==> config.mk <==
export PLATFORM = sky130hd
export DESIGN_NAME = ram_march_bist
export DESIGN_NICKNAME = d
export VERILOG_FILES = /design/src/rtl/ram_bist_pkg.sv /design/src/rtl/bist_addr_ctr.sv /design/src/rtl/ram_march_bist.sv
export SDC_FILE = /design/constraint.sdc
export NUM_CORES = 1
export LEC_CHECK = 0
export BUFFER_PORTS_ARGS = -buffer_cell sky130_fd_sc_hd__buf_2
export CELL_PAD_IN_SITES_DETAIL_PLACEMENT = 1
export CELL_PAD_IN_SITES_GLOBAL_PLACEMENT = 2
export CORE_ASPECT_RATIO = 0.7
export CORE_UTILIZATION = 28
export CTS_BUF_LIST = sky130_fd_sc_hd__clkbuf_4 sky130_fd_sc_hd__clkbuf_8 sky130_fd_sc_hd__clkbuf_16
export CTS_CLUSTER_DIAMETER = 200
export DETAILED_ROUTE_END_ITERATION = 8
export PLACE_DENSITY = 0.87
export SYNTH_ARGS = -nofsm -noshare
export SYNTH_HDL_FRONTEND = slang
export SYNTH_SLANG_ARGS = --single-unit
==> constraint.sdc <==
create_clock -name clk -period 1.6 [get_ports clk]
set_input_delay 0.08 -clock clk [delete_from_list [all_inputs] [get_ports clk]]
set_output_delay 0.08 -clock clk [all_outputs]
set_load 0.1 [all_outputs]
==> src/rtl/ram_bist_pkg.sv <==
// Shared types for the march BIST initiator: FSM state encoding and RAM port
// control values.
package ram_bist_pkg;

  typedef enum logic [2:0] {
    IDLE    = 3'd0,
    W0      = 3'd1,
    R0W1_RD = 3'd2,
    R0W1_WR = 3'd3,
    R1      = 3'd4,
    DRAIN   = 3'd5,
    DONE_ST = 3'd6
  } bist_state_e;

  localparam logic RW_WRITE = 1'b1;
  localparam logic RW_READ  = 1'b0;

endpackage

==> src/rtl/bist_addr_ctr.sv <==
// Up/down address counter with synchronous load and enable.
// The terminal-count flag marks the last address in the current direction.
module bist_addr_ctr #(
  parameter int ADDR_W = 2
) (
  input  logic              clk,
  input  logic              rst_n,
  input  logic              i_load,
  input  logic [ADDR_W-1:0] i_load_val,
  input  logic              i_en,
  input  logic              i_up,
  output logic [ADDR_W-1:0] o_count,
  output logic              o_tc
);

  logic [ADDR_W-1:0] r_count;

  always_ff @(posedge clk or negedge rst_n) begin
    if (!rst_n) begin
      r_count <= '0;
    end else if (i_load) begin
      r_count <= i_load_val;
    end else if (i_en) begin
      r_count <= i_up ? r_count + 1'b1 : r_count - 1'b1;
    end
  end

  assign o_count = r_count;
  assign o_tc    = i_up ? (r_count == '1) : (r_count == '0);

endmodule

==> src/rtl/ram_march_bist.sv <==
// March BIST initiator: W0(pattern, up), R0W1(read pattern / write inverse, up),
// R1(read inverse, down) with first-failure capture and abort.
module ram_march_bist
  import ram_bist_pkg::*;
#(
  parameter int                 ADDR_W  = 2,
  parameter int                 DATA_W  = 4,
  parameter logic [DATA_W-1:0]  PATTERN = 4'b1010
) (
  input  logic              clk,
  input  logic              rst_n,
  input  logic              start,
  output logic              R_W,
  output logic [ADDR_W-1:0] address,
  output logic [DATA_W-1:0] data_out,
  input  logic [DATA_W-1:0] data_in,
  output logic              busy,
  output logic              done,
  output logic              fail,
  output logic [ADDR_W-1:0] fail_addr,
  output logic [DATA_W-1:0] fail_data
);

  localparam logic [DATA_W-1:0] INV_PATTERN = ~PATTERN;

  bist_state_e       r_state;
  bist_state_e       w_state_next;
  logic              r_fail;
  logic [ADDR_W-1:0] r_fail_addr;
  logic [DATA_W-1:0] r_fail_data;

  logic              w_load;
  logic [ADDR_W-1:0] w_load_val;
  logic              w_en;
  logic              w_up;
  logic [ADDR_W-1:0] w_addr;
  logic              w_tc;
  logic              w_latch;
  logic [ADDR_W-1:0] w_cand_addr;
  logic              w_accept;

  // Only R1 walks downward; keeping this out of the FSM process avoids a
  // combinational path from the direction back through the tc flag.
  assign w_up     = (r_state != R1);
  assign w_accept = start && ((r_state == IDLE) || (r_state == DONE_ST));

  bist_addr_ctr #(.ADDR_W(ADDR_W)) u_addr_ctr (
    .clk        (clk),
    .rst_n      (rst_n),
    .i_load     (w_load),
    .i_load_val (w_load_val),
    .i_en       (w_en),
    .i_up       (w_up),
    .o_count    (w_addr),
    .o_tc       (w_tc)
  );

  always_ff @(posedge clk or negedge rst_n) begin
    if (!rst_n) begin
      r_state     <= IDLE;
      r_fail      <= 1'b0;
      r_fail_addr <= '0;
      r_fail_data <= '0;
    end else begin
      r_state <= w_state_next;
      if (w_accept) begin
        r_fail      <= 1'b0;
        r_fail_addr <= '0;
        r_fail_data <= '0;
      end else if (w_latch && !r_fail) begin
        r_fail      <= 1'b1;
        r_fail_addr <= w_cand_addr;
        r_fail_data <= data_in;
      end
    end
  end

  always_comb begin
    w_state_next = r_state;
    w_load       = 1'b0;
    w_load_val   = '0;
    w_en         = 1'b0;
    w_latch      = 1'b0;
    w_cand_addr  = w_addr;
    R_W          = RW_READ;
    address      = '0;
    data_out     = '0;
    case (r_state)
      IDLE, DONE_ST: begin
        if (start) begin
          w_state_next = W0;
          w_load       = 1'b1;
        end
      end
      W0: begin
        R_W      = RW_WRITE;
        address  = w_addr;
        data_out = PATTERN;
        if (w_tc) begin
          w_state_next = R0W1_RD;
          w_load       = 1'b1;
        end else begin
          w_en = 1'b1;
        end
      end
      R0W1_RD: begin
        address      = w_addr;
        w_state_next = R0W1_WR;
      end
      R0W1_WR: begin
        address = w_addr;
        // A mismatch suppresses this sub-cycle's write and aborts.
        if (data_in != PATTERN) begin
          w_latch      = 1'b1;
          w_state_next = DONE_ST;
        end else begin
          R_W      = RW_WRITE;
          data_out = INV_PATTERN;
          if (w_tc) begin
            w_state_next = R1;
            w_load       = 1'b1;
            w_load_val   = '1;
          end else begin
            w_en         = 1'b1;
            w_state_next = R0W1_RD;
          end
        end
      end
      R1: begin
        address = w_addr;
        // data_in belongs to the previous read (address + 1); none on the first cycle.
        if ((w_addr != '1) && (data_in != INV_PATTERN)) begin
          w_latch      = 1'b1;
          w_cand_addr  = w_addr + 1'b1;
          w_state_next = DONE_ST;
        end else if (w_tc) begin
          w_state_next = DRAIN;
        end else begin
          w_en = 1'b1;
        end
      end
      DRAIN: begin
        if (data_in != INV_PATTERN) begin
          w_latch     = 1'b1;
          w_cand_addr = '0;
        end
        w_state_next = DONE_ST;
      end
      default: w_state_next = IDLE;
    endcase
  end

  assign busy      = (r_state != IDLE) && (r_state != DONE_ST);
  assign done      = (r_state == DONE_ST);
  assign fail      = r_fail;
  assign fail_addr = r_fail_addr;
  assign fail_data = r_fail_data;

endmodule

==> impl_results.html, run 1 <==
<table>
<tr><th>Metric</th><th>Value</th></tr>
<tr><th colspan="2">Run</th></tr>
<tr><td>Reported max-cap violation count</td><td>0</td></tr>
<tr><th colspan="2">Cells and area</th></tr>
<tr><td>Ratio of cells with drive above 1 in the final layout</td><td>0.551</td></tr>
<tr><td>Highest-count cells in the layout ignoring fill and taps</td><td>buf_4 (21), nand2_1 (15), buf_2 (13)</td></tr>
<tr><td>Final #Nets</td><td>172</td></tr>
<tr><td>Most common library cell in the layout ignoring fill and taps</td><td>buf_4</td></tr>
<tr><td>Post-synthesis to final-layout area growth</td><td>68.7%</td></tr>
<tr><td>Non-filler cells in the finished layout</td><td>205</td></tr>
<tr><td>Number of diodes added for antenna fixing</td><td>0</td></tr>
<tr><td>Number of fillers in the final layout</td><td>389</td></tr>
<tr><th colspan="2">Critical path</th></tr>
<tr><td>CP arrival</td><td>1.61 ns</td></tr>
<tr><td>Startpoint type of the worst setup path</td><td>register</td></tr>
<tr><td>Critical Path RT</td><td>1.52 ns</td></tr>
<tr><td>Largest fanout of any net on the critical path</td><td>4</td></tr>
<tr><td>Start-to-end type of the worst setup path</td><td>register to output pin</td></tr>
<tr><td>Sort of element at the end of the critical path</td><td>output pin</td></tr>
<tr><td>Cells on worst reg2reg path</td><td>6</td></tr>
<tr><th colspan="2">Placement</th></tr>
<tr><td># placed instances</td><td>187</td></tr>
<tr><td>Worst-case setup slack after placement</td><td>-0.124 ns</td></tr>
<tr><td>Post-DP HPWL</td><td>2.36 mm</td></tr>
<tr><td>Gpl congestion</td><td>0.891</td></tr>
<tr><td>Quantity of I/O buffers inserted on ports</td><td>22</td></tr>
<tr><th colspan="2">STA</th></tr>
<tr><td>Worst clock skew</td><td>0.00475 ns</td></tr>
<tr><td>Summed negative setup slack over all endpoints</td><td>-0.345 ns</td></tr>
<tr><td>Unrepaired setup endpoints after global routing</td><td>yes</td></tr>
<tr><td>Post-route setup slack</td><td>-0.0864 ns</td></tr>
<tr><td>Number of failing hold endpoints at the final stage</td><td>0</td></tr>
<tr><td>Count of final setup violators</td><td>7</td></tr>
<tr><td>Post-route minimum period</td><td>1.69 ns</td></tr>
<tr><td>Slew at the pin closest to its max-slew limit</td><td>0.489 ns</td></tr>
<tr><td>Worst slew margin</td><td>0.676</td></tr>
<tr><td>Max Clk Rate</td><td>593 MHz</td></tr>
<tr><td>Max-slew violation count</td><td>0</td></tr>
<tr><td>Worst-case hold slack</td><td>0.0931 ns</td></tr>
<tr><td>Fin crit share</td><td>1.05</td></tr>
<tr><th colspan="2">Detailed routing</th></tr>
<tr><td>Aggregate routed wire length</td><td>3.35 mm</td></tr>
<tr><td>Met2 layer wire length in the routed design</td><td>1.61 mm</td></tr>
<tr><td>Amount of wire on met3 after detailed routing</td><td>104 um</td></tr>
<tr><td>Wire per inst</td><td>16.3 um</td></tr>
<tr><td>Post-route DRC violation count</td><td>0</td></tr>
<tr><td>Metal1 wirelength</td><td>1.62 mm</td></tr>
<tr><td>Post-detailed-route count of antenna-violating nets</td><td>0</td></tr>
<tr><td>Length of the first detailed-routing pass in iterations</td><td>4</td></tr>
<tr><td>Via count</td><td>1002</td></tr>
<tr><td>Via-to-Cell Ratio</td><td>4.89</td></tr>
<tr><td>Highest routed metal layer</td><td>met4</td></tr>
<tr><td>Number of DRC violations after detailed-routing iteration 0</td><td>39</td></tr>
<tr><th colspan="2">Clock tree</th></tr>
<tr><td>Clock Tree Buf Depth</td><td>2</td></tr>
<tr><td>Source-to-sink clock delay at the later pin of the worst-skew pair</td><td>0.25 ns</td></tr>
<tr><td>Htree depth</td><td>1</td></tr>
<tr><td>Clock tree root driver cell</td><td>clkbuf_8</td></tr>
<tr><td>Clk slew on worst S/H paths</td><td>0.06 ns</td></tr>
<tr><td>Clock tree from TritonCTS</td><td>done</td></tr>
<tr><td>Number of buffers created by CTS</td><td>3</td></tr>
<tr><td>Number of sinks handled by clock tree synthesis</td><td>12</td></tr>
<tr><th colspan="2">Status</th></tr>
<tr><td>Status</td><td>finished, violations left</td></tr>
<tr><td>Violated checks</td><td>setup timing</td></tr>
<tr><th colspan="2">Global routing</th></tr>
<tr><td>Largest net degree at the start of global routing</td><td>13</td></tr>
<tr><td>Via count of the first global-routing pass</td><td>986</td></tr>
<tr><td>First-pass GRT wire length</td><td>5.33 mm</td></tr>
<tr><td>All-Layer GR Usage</td><td>0.199</td></tr>
<tr><td>Antenna violations before repair</td><td>0</td></tr>
<tr><td>Final global-route overflow total</td><td>0</td></tr>
<tr><th colspan="2">Logic synthesis</th></tr>
<tr><td>Post-synth cell types</td><td>38</td></tr>
<tr><td>Portion of synthesized cell area occupied by the leading cell type</td><td>0.308</td></tr>
<tr><td>Cell type with the highest aggregate area in the netlist</td><td>dfrtp_1</td></tr>
<tr><td>Register bit total from synthesis</td><td>12</td></tr>
<tr><td>Leading post-synthesis cells by cell area</td><td>dfrtp_1 (31%), ha_1 (7.7%), nand2_1 (6.2%)</td></tr>
<tr><td>Warnings from Yosys</td><td>0</td></tr>
<tr><td>Synthesized area</td><td>976 um^2</td></tr>
<tr><td>Synthesized instance count</td><td>112</td></tr>
<tr><td>Synth Area per Inst</td><td>8.71 um^2</td></tr>
<tr><td>Number of nets in the synthesized netlist</td><td>125</td></tr>
<tr><td>Register area share after synthesis</td><td>0.308</td></tr>
<tr><th colspan="2">Floorplanning</th></tr>
<tr><td>Area enclosed by the die boundary</td><td>3730 um^2</td></tr>
<tr><td>Area of the placeable core</td><td>3230 um^2</td></tr>
<tr><td>Width of the die</td><td>72.6 um</td></tr>
<tr><td>Number of placed I/O pins</td><td>23</td></tr>
<tr><td>Die Y</td><td>51.4 um</td></tr>
<tr><td>Initial Utilization</td><td>0.302</td></tr>
<tr><td>Site row count</td><td>17</td></tr>
<tr><th colspan="2">Min path</th></tr>
<tr><td>Min-delay worst type</td><td>input port to register</td></tr>
<tr><td>Hold Path Depth</td><td>3</td></tr>
</table>
==> through the flow <==
step	util	area, um^2
6_report	0.509	1650
4_1_cts	0.479	1550
3_3_place_gp	0.424	1370
2_1_floorplan	-	1050
3_5_place_dp	0.424	1370
5_1_grt	0.509	1650
==> timing repair <==
action / in CTS / in global routing
pin swaps: 8 / 7
cloned: 0 / 0
endpoints found under the hold margin: 12 / 0
endpoints found under the setup margin: 13 / 20
hold buffers: 1 / 0
gates resized for setup: 16 / 20
setup buffers: 9 / 4
==> final cells by class <==
| cell class | count | area [um^2] | share of cell area |
|---|---|---|---|
| Sequential cell | 12 | 307 | 0.186 |
| Multi-Input combinational cell | 87 | 742 | 0.451 |
| Clock buffer | 4 | 55.1 | 0.0334 |
| Timing Repair Buffer | 48 | 458 | 0.278 |
| Inverter | 7 | 26.3 | 0.0160 |
| Tap cell | 47 | 58.8 | 0.0357 |
==> logic make-up (layout without fill, tap and decap cells) <==
| logic type | Yosys count | in the layout | share of synthesized area |
|---|---|---|---|
| AO/OA/AOI/OAI | 34 | 34 | 0.241 |
| AND/OR/NAND/NOR | 41 | 41 | 0.245 |
| flip-flops | 12 | 12 | 0.308 |
| buffers and inverters | 13 | 59 | 0.0705 |
| multiplexers | 4 | 4 | 0.0410 |
| XOR/XNOR | 2 | 2 | 0.0180 |
| adder cells (fa/ha/maj) | 6 | 6 | 0.0769 |
==> layer usage <==
metal / up-vias / global-route usage
met5: - / 0
met3: 3 / 0.0473
met2: 20 / 0.318
met1: 493 / 0.273
met4: 0 / 0.0392
li1: 486 / -
==> worst paths after layout <==
| check | start | end | slack (ns) |
|---|---|---|---|
| min reg2reg | fail_addr[1] | fail_addr[1] | 0.52 |
| max reg2reg | r_state[2] | r_state[2] | -0.05 |
| min in group asynchronous | rst_n | fail_addr[1] | 0.25 |
| max in group asynchronous | rst_n | r_state[2] | 1.08 |
| max | r_state[2] | address[0] | -0.09 |
| min | data_in[2] | fail_data[2] | 0.09 |
==> worst max-delay path: stages, from the launching register on <==
cell and delay (ns):
dfrtp_2 0.44, buf_6 0.13, and2b_1 0.23, nor2_2 0.05
o21bai_2 0.16, and2_4 0.18, buf_12 0.16
==> sequential cells by signal, indices dropped and copies added, names as in the netlist <==
register,flops
r_state,3
fail,1
fail_data,4
fail_addr,2
u_addr_ctr.o_count,2
==> synth_stat cells <==
| library cell | count |
|---|---|
| or2_1 | 1 |
| o21a_1 | 1 |
| o21bai_1 | 3 |
| dfrtp_1 | 12 |
| nor2b_1 | 2 |
| a21o_1 | 3 |
| and2b_4 | 1 |
| nor2_1 | 5 |
| mux2i_1 | 4 |
| nor3b_2 | 1 |
| nand2b_1 | 3 |
| ha_1 | 6 |
| o41ai_1 | 1 |
| xnor2_1 | 1 |
| buf_2 | 1 |
| a2bb2oi_1 | 1 |
| o2bb2ai_1 | 1 |
| o21ai_2 | 1 |
| a21oi_1 | 4 |
| nor4bb_4 | 1 |
| a2111oi_0 | 1 |
| a21oi_2 | 1 |
| and2_1 | 2 |
| o21ai_0 | 4 |
| xor2_1 | 1 |
| o21ai_1 | 7 |
| o211ai_2 | 1 |
| o31ai_2 | 1 |
| nand2_1 | 16 |
| a211o_1 | 2 |
| nor3_1 | 3 |
| nand4bb_1 | 2 |
| nand4_1 | 2 |
| and2b_1 | 1 |
| nand3_1 | 1 |
| buf_4 | 5 |
| inv_1 | 7 |
| a31oi_1 | 2 |
Power of run 1 is not shown: default switching activity piles up to over one toggle a cycle in this logic, so the estimate is an artifact.
==> inputs of run 2 (changes only) <==
==> constraint.sdc (replaced) <==
create_clock -name clk -period 1.6 [get_ports clk]
set_input_delay 0.08 -clock clk [delete_from_list [all_inputs] [get_ports clk]]
set_output_delay 0.08 -clock clk [all_outputs]
set_load 0.01 [all_outputs]
==> run 2 against run 1 <==
Net effect:
- fmax increased by 5.9%
- global-route usage fell by 2.5 points
- the run now ends clean
- sequential share of layout area grew 3.0 points
- worst hold slack better by 0.014 ns
- die area stayed put
- clock-buffer cell count is 1 lower
- register-to-register slack gained 0.06 ns
- non-clock buffer count down 2
- final cell count is 1.5% lower
==> impl_results.html, run 2 (synthesized netlist as in run 1, its figures left out) <==
<table>
<tr><th>Metric</th><th>Value</th></tr>
<tr><th colspan="2">Critical path</th></tr>
<tr><td>Slack of the worst reg-to-reg path</td><td>0.008 ns</td></tr>
<tr><td>Startpoint type of the worst setup path</td><td>register</td></tr>
<tr><td>CP arrival</td><td>1.72 ns</td></tr>
<tr><td>Start-to-end type of the worst setup path</td><td>register to register</td></tr>
<tr><td>Critical Path RT</td><td>1.73 ns</td></tr>
<tr><td>Cells on worst reg2reg path</td><td>6</td></tr>
<tr><td>Largest fanout of any net on the critical path</td><td>6</td></tr>
<tr><td>Endpoint of the lowest-slack register-to-register path</td><td>u_addr_ctr.o_count[1]</td></tr>
<tr><td>Sort of element at the end of the critical path</td><td>register</td></tr>
<tr><td>Crit Reg-Reg Startpoint</td><td>u_addr_ctr.o_count[0]</td></tr>
<tr><th colspan="2">Floorplanning</th></tr>
<tr><td>Area of the placeable core</td><td>3230 um^2</td></tr>
<tr><td>Width of the die</td><td>72.6 um</td></tr>
<tr><td>Area enclosed by the die boundary</td><td>3730 um^2</td></tr>
<tr><td>Site row count</td><td>17</td></tr>
<tr><td>Die Y</td><td>51.4 um</td></tr>
<tr><td>Number of placed I/O pins</td><td>23</td></tr>
<tr><td>Initial Utilization</td><td>0.302</td></tr>
<tr><th colspan="2">Min path</th></tr>
<tr><td>Hold Path Depth</td><td>3</td></tr>
<tr><td>Worst-case hold path end point</td><td>fail_data[2]</td></tr>
<tr><td>Launch instance of the worst min-delay path</td><td>data_in[2]</td></tr>
<tr><td>Min-delay worst type</td><td>input port to register</td></tr>
<tr><th colspan="2">Power</th></tr>
<tr><td>Peak ir drop on the vdd network</td><td>0.791 mV</td></tr>
<tr><td>Total leakage power</td><td>0.000644 uW</td></tr>
<tr><td>Power density of the placed cells</td><td>1980 nW/um^2</td></tr>
<tr><th colspan="2">Clock tree</th></tr>
<tr><td>Clock tree root driver cell</td><td>clkbuf_8</td></tr>
<tr><td>Clk slew on worst S/H paths</td><td>0.06 ns</td></tr>
<tr><td>Clock tree from TritonCTS</td><td>done</td></tr>
<tr><td>Number of buffers created by CTS</td><td>3</td></tr>
<tr><td>Source-to-sink clock delay at the later pin of the worst-skew pair</td><td>0.24 ns</td></tr>
<tr><td>Clock Tree Buf Depth</td><td>2</td></tr>
<tr><td>Htree depth</td><td>1</td></tr>
<tr><td>Number of sinks handled by clock tree synthesis</td><td>12</td></tr>
<tr><th colspan="2">Cells and area</th></tr>
<tr><td>Post-synthesis to final-layout area growth</td><td>45.0%</td></tr>
<tr><td>Final #Nets</td><td>170</td></tr>
<tr><td>Highest-count cells in the layout ignoring fill and taps</td><td>buf_2 (22), buf_4 (20), nand2_1 (15)</td></tr>
<tr><td>Post-Route Utilization</td><td>0.438</td></tr>
<tr><td>Cell area after layout</td><td>1420 um^2</td></tr>
<tr><td>Ratio of cells with drive above 1 in the final layout</td><td>0.458</td></tr>
<tr><td>Number of fillers in the final layout</td><td>397</td></tr>
<tr><td>Flip-flop count of the largest register, all copies and words added</td><td>4</td></tr>
<tr><td>Most common library cell in the layout ignoring fill and taps</td><td>buf_2</td></tr>
<tr><td>Number of diodes added for antenna fixing</td><td>0</td></tr>
<tr><th colspan="2">Status</th></tr>
<tr><td>Status</td><td>finished, final reports clean</td></tr>
<tr><th colspan="2">STA</th></tr>
<tr><td>Post-route minimum period</td><td>1.59 ns</td></tr>
<tr><td>Max-slew violation count</td><td>0</td></tr>
<tr><td>Unrepaired setup endpoints after global routing</td><td>yes</td></tr>
<tr><td>Fin crit share</td><td>0.995</td></tr>
<tr><td>Slew at the pin closest to its max-slew limit</td><td>0.447 ns</td></tr>
<tr><td>Max Clk Rate</td><td>628 MHz</td></tr>
<tr><td>Worst clock skew</td><td>0.00282 ns</td></tr>
<tr><td>Number of failing hold endpoints at the final stage</td><td>0</td></tr>
<tr><td>Count of final setup violators</td><td>0</td></tr>
<tr><td>Worst slew margin</td><td>0.701</td></tr>
<tr><th colspan="2">Global routing</th></tr>
<tr><td>First-pass GRT wire length</td><td>4.80 mm</td></tr>
<tr><td>All-Layer GR Usage</td><td>0.174</td></tr>
<tr><td>Antenna violations before repair</td><td>0</td></tr>
<tr><td>Largest net degree at the start of global routing</td><td>13</td></tr>
<tr><td>Via count of the first global-routing pass</td><td>923</td></tr>
<tr><td>Final global-route overflow total</td><td>0</td></tr>
<tr><th colspan="2">Placement</th></tr>
<tr><td>Quantity of I/O buffers inserted on ports</td><td>22</td></tr>
<tr><td>Gpl congestion</td><td>0.924</td></tr>
<tr><td>Standard cell area after detailed placement</td><td>1200 um^2</td></tr>
<tr><td>Post-DP HPWL</td><td>2.38 mm</td></tr>
<tr><th colspan="2">Detailed routing</th></tr>
<tr><td>Via-to-Cell Ratio</td><td>4.91</td></tr>
<tr><td>Length of the first detailed-routing pass in iterations</td><td>4</td></tr>
<tr><td>Number of DRC violations after detailed-routing iteration 0</td><td>29</td></tr>
<tr><td>Post-route DRC violation count</td><td>0</td></tr>
<tr><td>Aggregate routed wire length</td><td>3.21 mm</td></tr>
<tr><td>Wire per inst</td><td>15.9 um</td></tr>
<tr><td>Post-detailed-route count of antenna-violating nets</td><td>0</td></tr>
<tr><td>Via count</td><td>992</td></tr>
<tr><th colspan="2">Run</th></tr>
<tr><td>Reported max-cap violation count</td><td>0</td></tr>
</table>
-- run 2: critical path, stage by stage (launching register included) --
cell and delay (ns):
dfrtp_2 0.46, ha_4 0.19, buf_6 0.13, o21a_1 0.19
o21ai_2 0.20, mux2i_1 0.22, o21ai_1 0.08
-- run 2: routing by layer --
metal  vias to the layer above  part of all wire  GRT usage
li1                        487                 -          -
met1                       483              0.50      0.246
met2                        18              0.46      0.279
met3                         4             0.035     0.0355
met4                         0             0.012     0.0196
met5                         -                 0          0
-- run 2: cell type report --
type	count	area [um^2]	area share
multi-input combinational	87	678	0.479
sequential	12	307	0.217
timing repair buffer	46	304	0.215
tap	47	58.8	0.0416
clock buffer	3	41.3	0.0292
inverter	7	26.3	0.0186
-- run 2: repair_timing --
action / CTS / global route
setup buffers: 2 / 8
pin swaps: 3 / 8
setup endpoints to repair: 9 / 15
hold buffers: 1 / 0
hold endpoints to repair: 12 / 0
resized for setup: 12 / 17
-- run 2: power breakdown --
group | internal, uW | total [uW] | switching [uW]
clock network | 167 | 286 | 119
registers | 438 | 589 | 151
logic | 922 | 1930 | 1010
total | 1530 | 2800 | 1280
-- run 2: through the flow --
step                      TNS, ns  cells  worst slack (ns)  hold slack, ns  total power (uW)
final                           0    202           0.00806           0.107              2800
after global routing       -0.372    202           -0.0898           0.122              3000
after CTS                 -0.0115    194           -0.0115           0.107              2500
after detailed placement   -0.297    188            -0.126        -0.00896              2110
after global placement    -0.0108    188           -0.0108         -0.0247              2050
after floorplan                 0    112           0.00811          -0.216              1570
-- run 2: worst max-delay path by stage --
stage / slack [ns] / start / cells after the start / end
global route: -0.09 / r_state[0] / 6 / address[0]
CTS: -0.01 / u_addr_ctr.o_count[1] / 6 / u_addr_ctr.o_count[1]
global placement: -0.01 / u_addr_ctr.o_count[0] / 6 / u_addr_ctr.o_count[1]
finish: 0.008 / u_addr_ctr.o_count[0] / 6 / u_addr_ctr.o_count[1]
floorplan: 0.008 / r_state[1] / 7 / fail_data[2]
detailed placement: -0.13 / u_addr_ctr.o_count[0] / 5 / r_state[1]
Note: power is estimated with default switching activity, not from simulation.
